## src/rtl/muldiv_unit.sv

```systemverilog
// ---------------------------------------------------------------------------
// muldiv_unit
//   RV32M/RV64M multiply-divide unit that sits beside the execute-stage ALU.
//   Multiply is a fixed-latency pipeline of MUL_STAGES cycles. Divide is an
//   iterative radix-2 restoring divider (1 setup edge, XLEN iterations, one
//   sign fix-up cycle). Divide-by-zero and signed overflow complete in one
//   cycle.
//
// Ports
//   clk_i         clock, rising edge
//   rst_i         asynchronous active-high reset
//   flush_i       abort the op in flight; blocks acceptance in the same cycle
//   req_valid_i   operation request
//   req_ready_o   unit can accept (IDLE or DONE, and no flush)
//   funct3_i      RV M-extension funct3 (MUL..REMU)
//   rs1_i         operand a / dividend
//   rs2_i         operand b / divisor
//   rd_in_i       destination tag, returned unchanged with the result
//   resp_valid_o  one-cycle result pulse, no backpressure
//   resp_data_o   result, held between pulses
//   resp_rd_o     tag of the completed op, held between pulses
//   busy_o        op in flight (MUL, DIV or FIX)
// ---------------------------------------------------------------------------
module muldiv_unit #(
    parameter int XLEN       = 32,
    parameter int MUL_STAGES = 2
) (
    input  logic            clk_i,
    input  logic            rst_i,
    input  logic            flush_i,
    input  logic            req_valid_i,
    output logic            req_ready_o,
    input  logic [2:0]      funct3_i,
    input  logic [XLEN-1:0] rs1_i,
    input  logic [XLEN-1:0] rs2_i,
    input  logic [4:0]      rd_in_i,
    output logic            resp_valid_o,
    output logic [XLEN-1:0] resp_data_o,
    output logic [4:0]      resp_rd_o,
    output logic            busy_o
);

    localparam int CW = $clog2(XLEN + MUL_STAGES) + 1;
    localparam logic [CW-1:0] CNT_ONE      = CW'(1);
    localparam logic [CW-1:0] DIV_CNT_INIT = CW'(XLEN - 1);
    localparam logic [CW-1:0] MUL_CNT_INIT = (MUL_STAGES >= 2) ? CW'(MUL_STAGES - 2) : '0;
    localparam logic [XLEN-1:0] INT_MIN    = {1'b1, {(XLEN-1){1'b0}}};

    typedef enum logic [2:0] {S_IDLE, S_MUL, S_DIV, S_FIX, S_DONE} state_t;

    state_t          state_q, state_d, accept_state;
    logic [CW-1:0]   cnt_q, cnt_d;
    logic            req_ready;
    logic            accept;

    logic [XLEN-1:0] resp_data_q, resp_data_d;
    logic [4:0]      resp_rd_q, resp_rd_d;

    function automatic logic [XLEN-1:0] cond_neg(input logic [XLEN-1:0] v, input logic neg);
        return neg ? -v : v;
    endfunction

    // -----------------------------------------------------------------------
    // Request decode
    // -----------------------------------------------------------------------
    logic            is_div, div_signed, div_zero, div_ovf, div_special;
    logic [XLEN-1:0] div_special_res;

    assign is_div      = funct3_i[2];
    assign div_signed  = ~funct3_i[0];
    assign div_zero    = (rs2_i == '0);
    assign div_ovf     = div_signed && (rs1_i == INT_MIN) && (rs2_i == '1);
    assign div_special = div_zero || div_ovf;
    // funct3[1] selects remainder
    assign div_special_res = funct3_i[1] ? (div_zero ? rs1_i : '0)
                                         : (div_zero ? '1    : rs1_i);

    // -----------------------------------------------------------------------
    // Multiplier: operands sign/zero-extended; low 2*XLEN bits of the product
    // are exact for every signedness combination.
    // -----------------------------------------------------------------------
    logic                   mul_sa, mul_sb;
    logic signed [2*XLEN-1:0] mul_a, mul_b, mul_prod;
    logic [XLEN-1:0]        mul_res, mul_out;

    assign mul_sa   = (funct3_i[1:0] == 2'b01 || funct3_i[1:0] == 2'b10) && rs1_i[XLEN-1];
    assign mul_sb   = (funct3_i[1:0] == 2'b01) && rs2_i[XLEN-1];
    assign mul_a    = {{XLEN{mul_sa}}, rs1_i};
    assign mul_b    = {{XLEN{mul_sb}}, rs2_i};
    assign mul_prod = mul_a * mul_b;
    assign mul_res  = (funct3_i[1:0] == 2'b00) ? mul_prod[XLEN-1:0] : mul_prod[2*XLEN-1:XLEN];

    generate
        if (MUL_STAGES >= 2) begin : g_mul_pipe
            logic [XLEN-1:0] pipe_q [MUL_STAGES-1];
            // Stage boundary: product delay line, one register per extra stage
            always_ff @(posedge clk_i) begin
                pipe_q[0] <= mul_res;
                for (int i = 1; i < MUL_STAGES - 1; i++) begin
                    pipe_q[i] <= pipe_q[i-1];
                end
            end
            assign mul_out = pipe_q[MUL_STAGES-2];
        end else begin : g_mul_comb
            assign mul_out = mul_res;
        end
    endgenerate

    // -----------------------------------------------------------------------
    // Restoring divider datapath (magnitudes; signs fixed in FIX)
    // -----------------------------------------------------------------------
    logic [XLEN-1:0] quo_q, dvs_q, rem_q, rd_dummy_unused;
    logic            neg_quo_q, neg_rem_q, is_rem_q;
    logic [4:0]      rd_q;
    logic [XLEN:0]   div_shift, div_diff;
    logic [XLEN-1:0] div_fixed;

    assign rd_dummy_unused = '0;
    assign div_shift = {rem_q, quo_q[XLEN-1]};
    assign div_diff  = div_shift - {1'b0, dvs_q};
    assign div_fixed = is_rem_q ? cond_neg(rem_q, neg_rem_q) : cond_neg(quo_q, neg_quo_q);

    always_ff @(posedge clk_i) begin
        if (accept) begin
            quo_q     <= cond_neg(rs1_i, div_signed && rs1_i[XLEN-1]);
            dvs_q     <= cond_neg(rs2_i, div_signed && rs2_i[XLEN-1]);
            rem_q     <= '0;
            neg_quo_q <= div_signed && (rs1_i[XLEN-1] ^ rs2_i[XLEN-1]);
            neg_rem_q <= div_signed && rs1_i[XLEN-1];
            is_rem_q  <= funct3_i[1];
            rd_q      <= rd_in_i;
        end else if (state_q == S_DIV) begin
            // Borrow bit clear: divisor fits, keep the difference and shift in 1
            if (!div_diff[XLEN]) begin
                rem_q <= div_diff[XLEN-1:0];
                quo_q <= {quo_q[XLEN-2:0], 1'b1};
            end else begin
                rem_q <= div_shift[XLEN-1:0];
                quo_q <= {quo_q[XLEN-2:0], 1'b0};
            end
        end
    end

    // -----------------------------------------------------------------------
    // FSM: state register
    // -----------------------------------------------------------------------
    always_ff @(posedge clk_i or posedge rst_i) begin
        if (rst_i) begin
            state_q <= S_IDLE;
            cnt_q   <= '0;
        end else begin
            state_q <= state_d;
            cnt_q   <= cnt_d;
        end
    end

    // FSM: next state
    always_comb begin
        accept_state = S_DONE;
        if (!is_div) begin
            accept_state = (MUL_STAGES == 1) ? S_DONE : S_MUL;
        end else if (!div_special) begin
            accept_state = S_DIV;
        end
    end

    always_comb begin
        state_d = state_q;
        cnt_d   = cnt_q;
        case (state_q)
            S_IDLE, S_DONE: begin
                if (accept) begin
                    state_d = accept_state;
                    cnt_d   = is_div ? DIV_CNT_INIT : MUL_CNT_INIT;
                end else begin
                    state_d = S_IDLE;
                end
            end
            S_MUL: begin
                if (cnt_q == '0) state_d = S_DONE;
                else             cnt_d   = cnt_q - CNT_ONE;
            end
            S_DIV: begin
                if (cnt_q == '0) state_d = S_FIX;
                else             cnt_d   = cnt_q - CNT_ONE;
            end
            S_FIX:   state_d = S_DONE;
            default: state_d = S_IDLE;
        endcase
        if (flush_i) state_d = S_IDLE;
    end

    // FSM: outputs
    always_comb begin
        req_ready    = (state_q == S_IDLE || state_q == S_DONE) && !flush_i;
        busy_o       = (state_q == S_MUL) || (state_q == S_DIV) || (state_q == S_FIX);
        resp_valid_o = (state_q == S_DONE);
    end

    assign req_ready_o = req_ready;
    assign accept      = req_valid_i && req_ready;

    // -----------------------------------------------------------------------
    // Result register: loaded on every entry into DONE, held otherwise
    // -----------------------------------------------------------------------
    always_comb begin
        resp_data_d = resp_data_q;
        resp_rd_d   = resp_rd_q;
        if (state_d == S_DONE) begin
            if (accept) begin
                resp_rd_d   = rd_in_i;
                resp_data_d = is_div ? div_special_res : mul_res;
            end else if (state_q == S_MUL) begin
                resp_rd_d   = rd_q;
                resp_data_d = mul_out;
            end else begin
                resp_rd_d   = rd_q;
                resp_data_d = div_fixed | rd_dummy_unused;
            end
        end
    end

    always_ff @(posedge clk_i or posedge rst_i) begin
        if (rst_i) begin
            resp_data_q <= '0;
            resp_rd_q   <= '0;
        end else begin
            resp_data_q <= resp_data_d;
            resp_rd_q   <= resp_rd_d;
        end
    end

    assign resp_data_o = resp_data_q;
    assign resp_rd_o   = resp_rd_q;

endmodule

```

## config.mk

```make
export PLATFORM = sky130hd
export DESIGN_NAME = muldiv_unit
export DESIGN_NICKNAME = d
export VERILOG_FILES = /design/src/rtl/muldiv_unit.sv
export SDC_FILE = /design/constraint.sdc
export NUM_CORES = 2
export LEC_CHECK = 0
export CAP_MARGIN = 10
export CORE_AREA = 3 3 494 300
export DETAILED_ROUTE_END_ITERATION = 6
export DIE_AREA = 0 0 497 303
export PLACE_DENSITY_LB_ADDON = 0.15
export SLEW_MARGIN = 0
export SYNTH_ARGS = -nofsm -noshare
export SYNTH_HDL_FRONTEND = slang
export SYNTH_SLANG_ARGS = --single-unit
```

## constraint.sdc

```tcl
create_clock -name clk_i -period 6.62 [get_ports clk_i]
set_clock_uncertainty 0.15 [all_clocks]
set_input_delay 1.986 -clock clk_i [delete_from_list [all_inputs] [get_ports clk_i]]
set_output_delay 1.986 -clock clk_i [all_outputs]
set_load 0.01 [all_outputs]
```

==> flow_summary.json <==
{
  "outcome": "complete, but fails checks",
  "violations": "setup timing",
  "synth-seq-cells": 183,
  "synth_edf_count": 67,
  "cts_sinks": 183,
  "hold_class": "flip-flop to flip-flop",
  "drt_iter0_drc": 3418,
  "antenna_found_initial": 20,
  "drtPass1Iterations": 5,
  "dpl.hpwl_um": 155000,
  "rsz0062_at_grt": "true",
  "hold-worst-slack_ns": 0.296,
  "arrival_ns": 9.75,
  "worst_pin_slew_ns": 1.18,
  "die_h_um": 303,
  "drv_slew": 0,
  "synth_cell_types": 76,
  "grt_pass1_wl_um": 281000,
  "maxSlewHeadroom_pct": 21.2,
  "fp.dieArea_mm2": 0.151,
  "h-tree-depth": 4,
  "die_w_um": 497,
  "num-fill-cells": 14449,
  "postSynth.asyncResetShare_pct": 25.7,
  "fmax_mhz": 105,
  "period_minus_slack_ns": 9.56,
  "path_common_cell": "fa_1",
  "drt-total-wl_um": 188000,
  "grt_max_degree": 75,
  "ys_seq_area_share_pct": 9.09,
  "multi_input_area_mm2": 0.0413,
  "ioPinCount": 116,
  "via_per_inst": 4.99,
  "overflow": 0,
  "start_kind": "input port",
  "fin_ws_ns": -2.94,
  "hold_viol": 0,
  "synth_area_per_cell_um2": 8.76,
  "coreArea_mm2": 0.144,
  "route.detailed.drc": 0,
  "ys_warn_count": 0,
  "cts_root_buf": "clkbuf_16",
  "syn_nets": 7195,
  "grt_pass1_vias": 42504,
  "drive_gt1_share_pct": 19.4,
  "setup_viol": 32,
  "io_buffers": 115,
  "cts_inserted_buffers": 17,
  "syn_to_final_growth_pct": 23.0,
  "netlist_instances": 5739,
  "cap_violations": 0,
  "cts_buffer_depth": 2,
  "cts_hold_repair.buffers": 0,
  "cp.required_ns": 6.81,
  "finalCritPeriodShare_pct": 144,
  "crit_fanout": 5,
  "cpMaxStageDelayCell": "fa_2",
  "dr_total_vias": 41133,
  "cts_tree": "built",
  "criticalPathCategory": "input port to flip-flop",
  "start_util_pct": 34.9,
  "ys.flop_type": "dfxtp_1",
  "crit_path_end_kind": "flip-flop",
  "nets": 7750,
  "critPathMaxStageDelay_ns": 0.64,
  "path_clk_slew_ns": 0.08,
  "wire_per_inst_um": 22.8,
  "ff_latch_area_mm2": 0.00457,
  "syn_area_mm2": 0.0503,
  "clk_latency_ns": 0.47,
  "ant_nets": 0,
  "rows": 108,
  "grt_use_total_pct": 25.1,
  "gp_congestion": 0.911
}
## worst paths after layout
path                              from                       end  slack [ns]  cells past startpoint
setup / recovery           funct3_i[0]  g_mul_pipe.pipe_q[0][30]       -2.94                     32
hold / removal                 rd_q[0]                   rd_q[0]        0.30                      2
setup reg to reg             quo_q[31]                  rem_q[3]        1.74                     15
hold reg to reg                rd_q[0]                   rd_q[0]        0.30                      2
max in group asynchronous        rst_i            resp_data_o[5]        3.74                      2
min in group asynchronous        rst_i              resp_rd_o[4]        1.93                      2
## layout make-up
cell class	count	share of cell area, %
multi-input cells	3940	66.7
diodes	6	0.0243
well taps	1925	3.89
clock inverters	11	0.135
flip-flops and latches	183	7.39
repair buffers	895	13.4
clock buffers	21	0.779
inverters	1257	7.66
## per-stage QoR
step                      setup slack, ns  setup TNS [ns]  cells  instance area [µm²]  util, %
final                               -2.94          -80.45   8238                61900     43.0
after global routing                -3.14          -86.30   8236                61900     42.9
after CTS                           -3.09          -82.57   8192                60900     42.3
after detailed placement            -4.17         -118.24   8089                58400     40.6
after global placement              -4.06         -117.96   8089                58400     40.6
after floorplan                     -3.21          -78.90   5739                51500        -
## cell families after synthesis
family | count (synthesis) | share of synthesized area [%]
AO/OA/AOI/OAI | 642 | 8.13
XOR/XNOR | 211 | 3.68
adder cells (fa/ha/maj) | 1380 | 51.2
buffers and inverters | 1616 | 12.1
flip-flops | 183 | 9.09
multiplexers | 39 | 0.794
AND/OR/NAND/NOR | 1668 | 15.1
## layer usage
metal  global-route usage [%]  vias up  share of wire (%)
met4                     4.64        4                2.2
met5                    0.376        -              0.045
met3                     4.65      178                7.6
met1                     39.0    21205                 49
li1                         -    18384                  -
met2                     36.2     1362                 41
## timing repair
action	in CTS	in global routing
pin swaps	117	180
setup buffers	68	48
gates cloned	6	1
setup endpoints to repair	32	32
gates resized for setup	302	210
## registers in the layout (all words and copies together) (netlist names), 3 cells and up
signal and count:
dvs_q 32, g_mul_pipe.pipe_q 32, quo_q 32, rem_q 32, resp_data_o 32, cnt_q 7
rd_q 5, resp_rd_o 5, state_q 3
## cells in the final DEF (no fill, tap or decap), types with 33 or more instances in the layout
cell,instances
a211oi_1,35
a21o_1,37
a21oi_1,152
and2_1,250
buf_12,71
buf_4,641
buf_6,78
clkdlybuf4s50_1,49
dfrtp_1,47
dfxtp_1,69
edfxtp_1,67
fa_1,1086
fa_2,40
ha_1,218
ha_4,35
inv_1,1190
inv_2,61
nand2_1,944
nor2_1,163
nor3_1,33
o21a_1,34
o21ai_0,125
xnor2_1,126
xor2_1,72
## cell usage after synthesis, drive strengths merged, types with 18 or more instances
cell type  count  share of area, %
xor2          74               1.3
a21o          37              0.55
edfxtp        67               4.0
o41ai         20              0.35
a21oi        182               1.8
dfxtp         69               2.7
o31ai         31              0.46
o221ai        18              0.31
mux2i         32              0.64
nand2        975               7.3
xnor2        137               2.4
a211oi        39              0.61
o21ai        162               1.6
and2         269               3.3
clkbuf       271               2.0
inv         1256               9.4
or3           19              0.24
nand4         21              0.26
ha           254               6.3
nand3         28              0.28
nor3          38              0.38
fa          1126                45
nor2         173               1.3
and3          31              0.39
dfrtp         47               2.3
o21a          36              0.54
buf           88              0.70
## worst max-delay path, delay by kind of cell
kind | cells | cell delay (ns)
compound gates | 9 | 1.63
buf+inv | 10 | 0.94
simple gates | 3 | 0.38
fa+ha+maj | 10 | 4.76
Power is not shown: default switching activity piles up to over one toggle a cycle in this logic, so the estimate is an artifact.
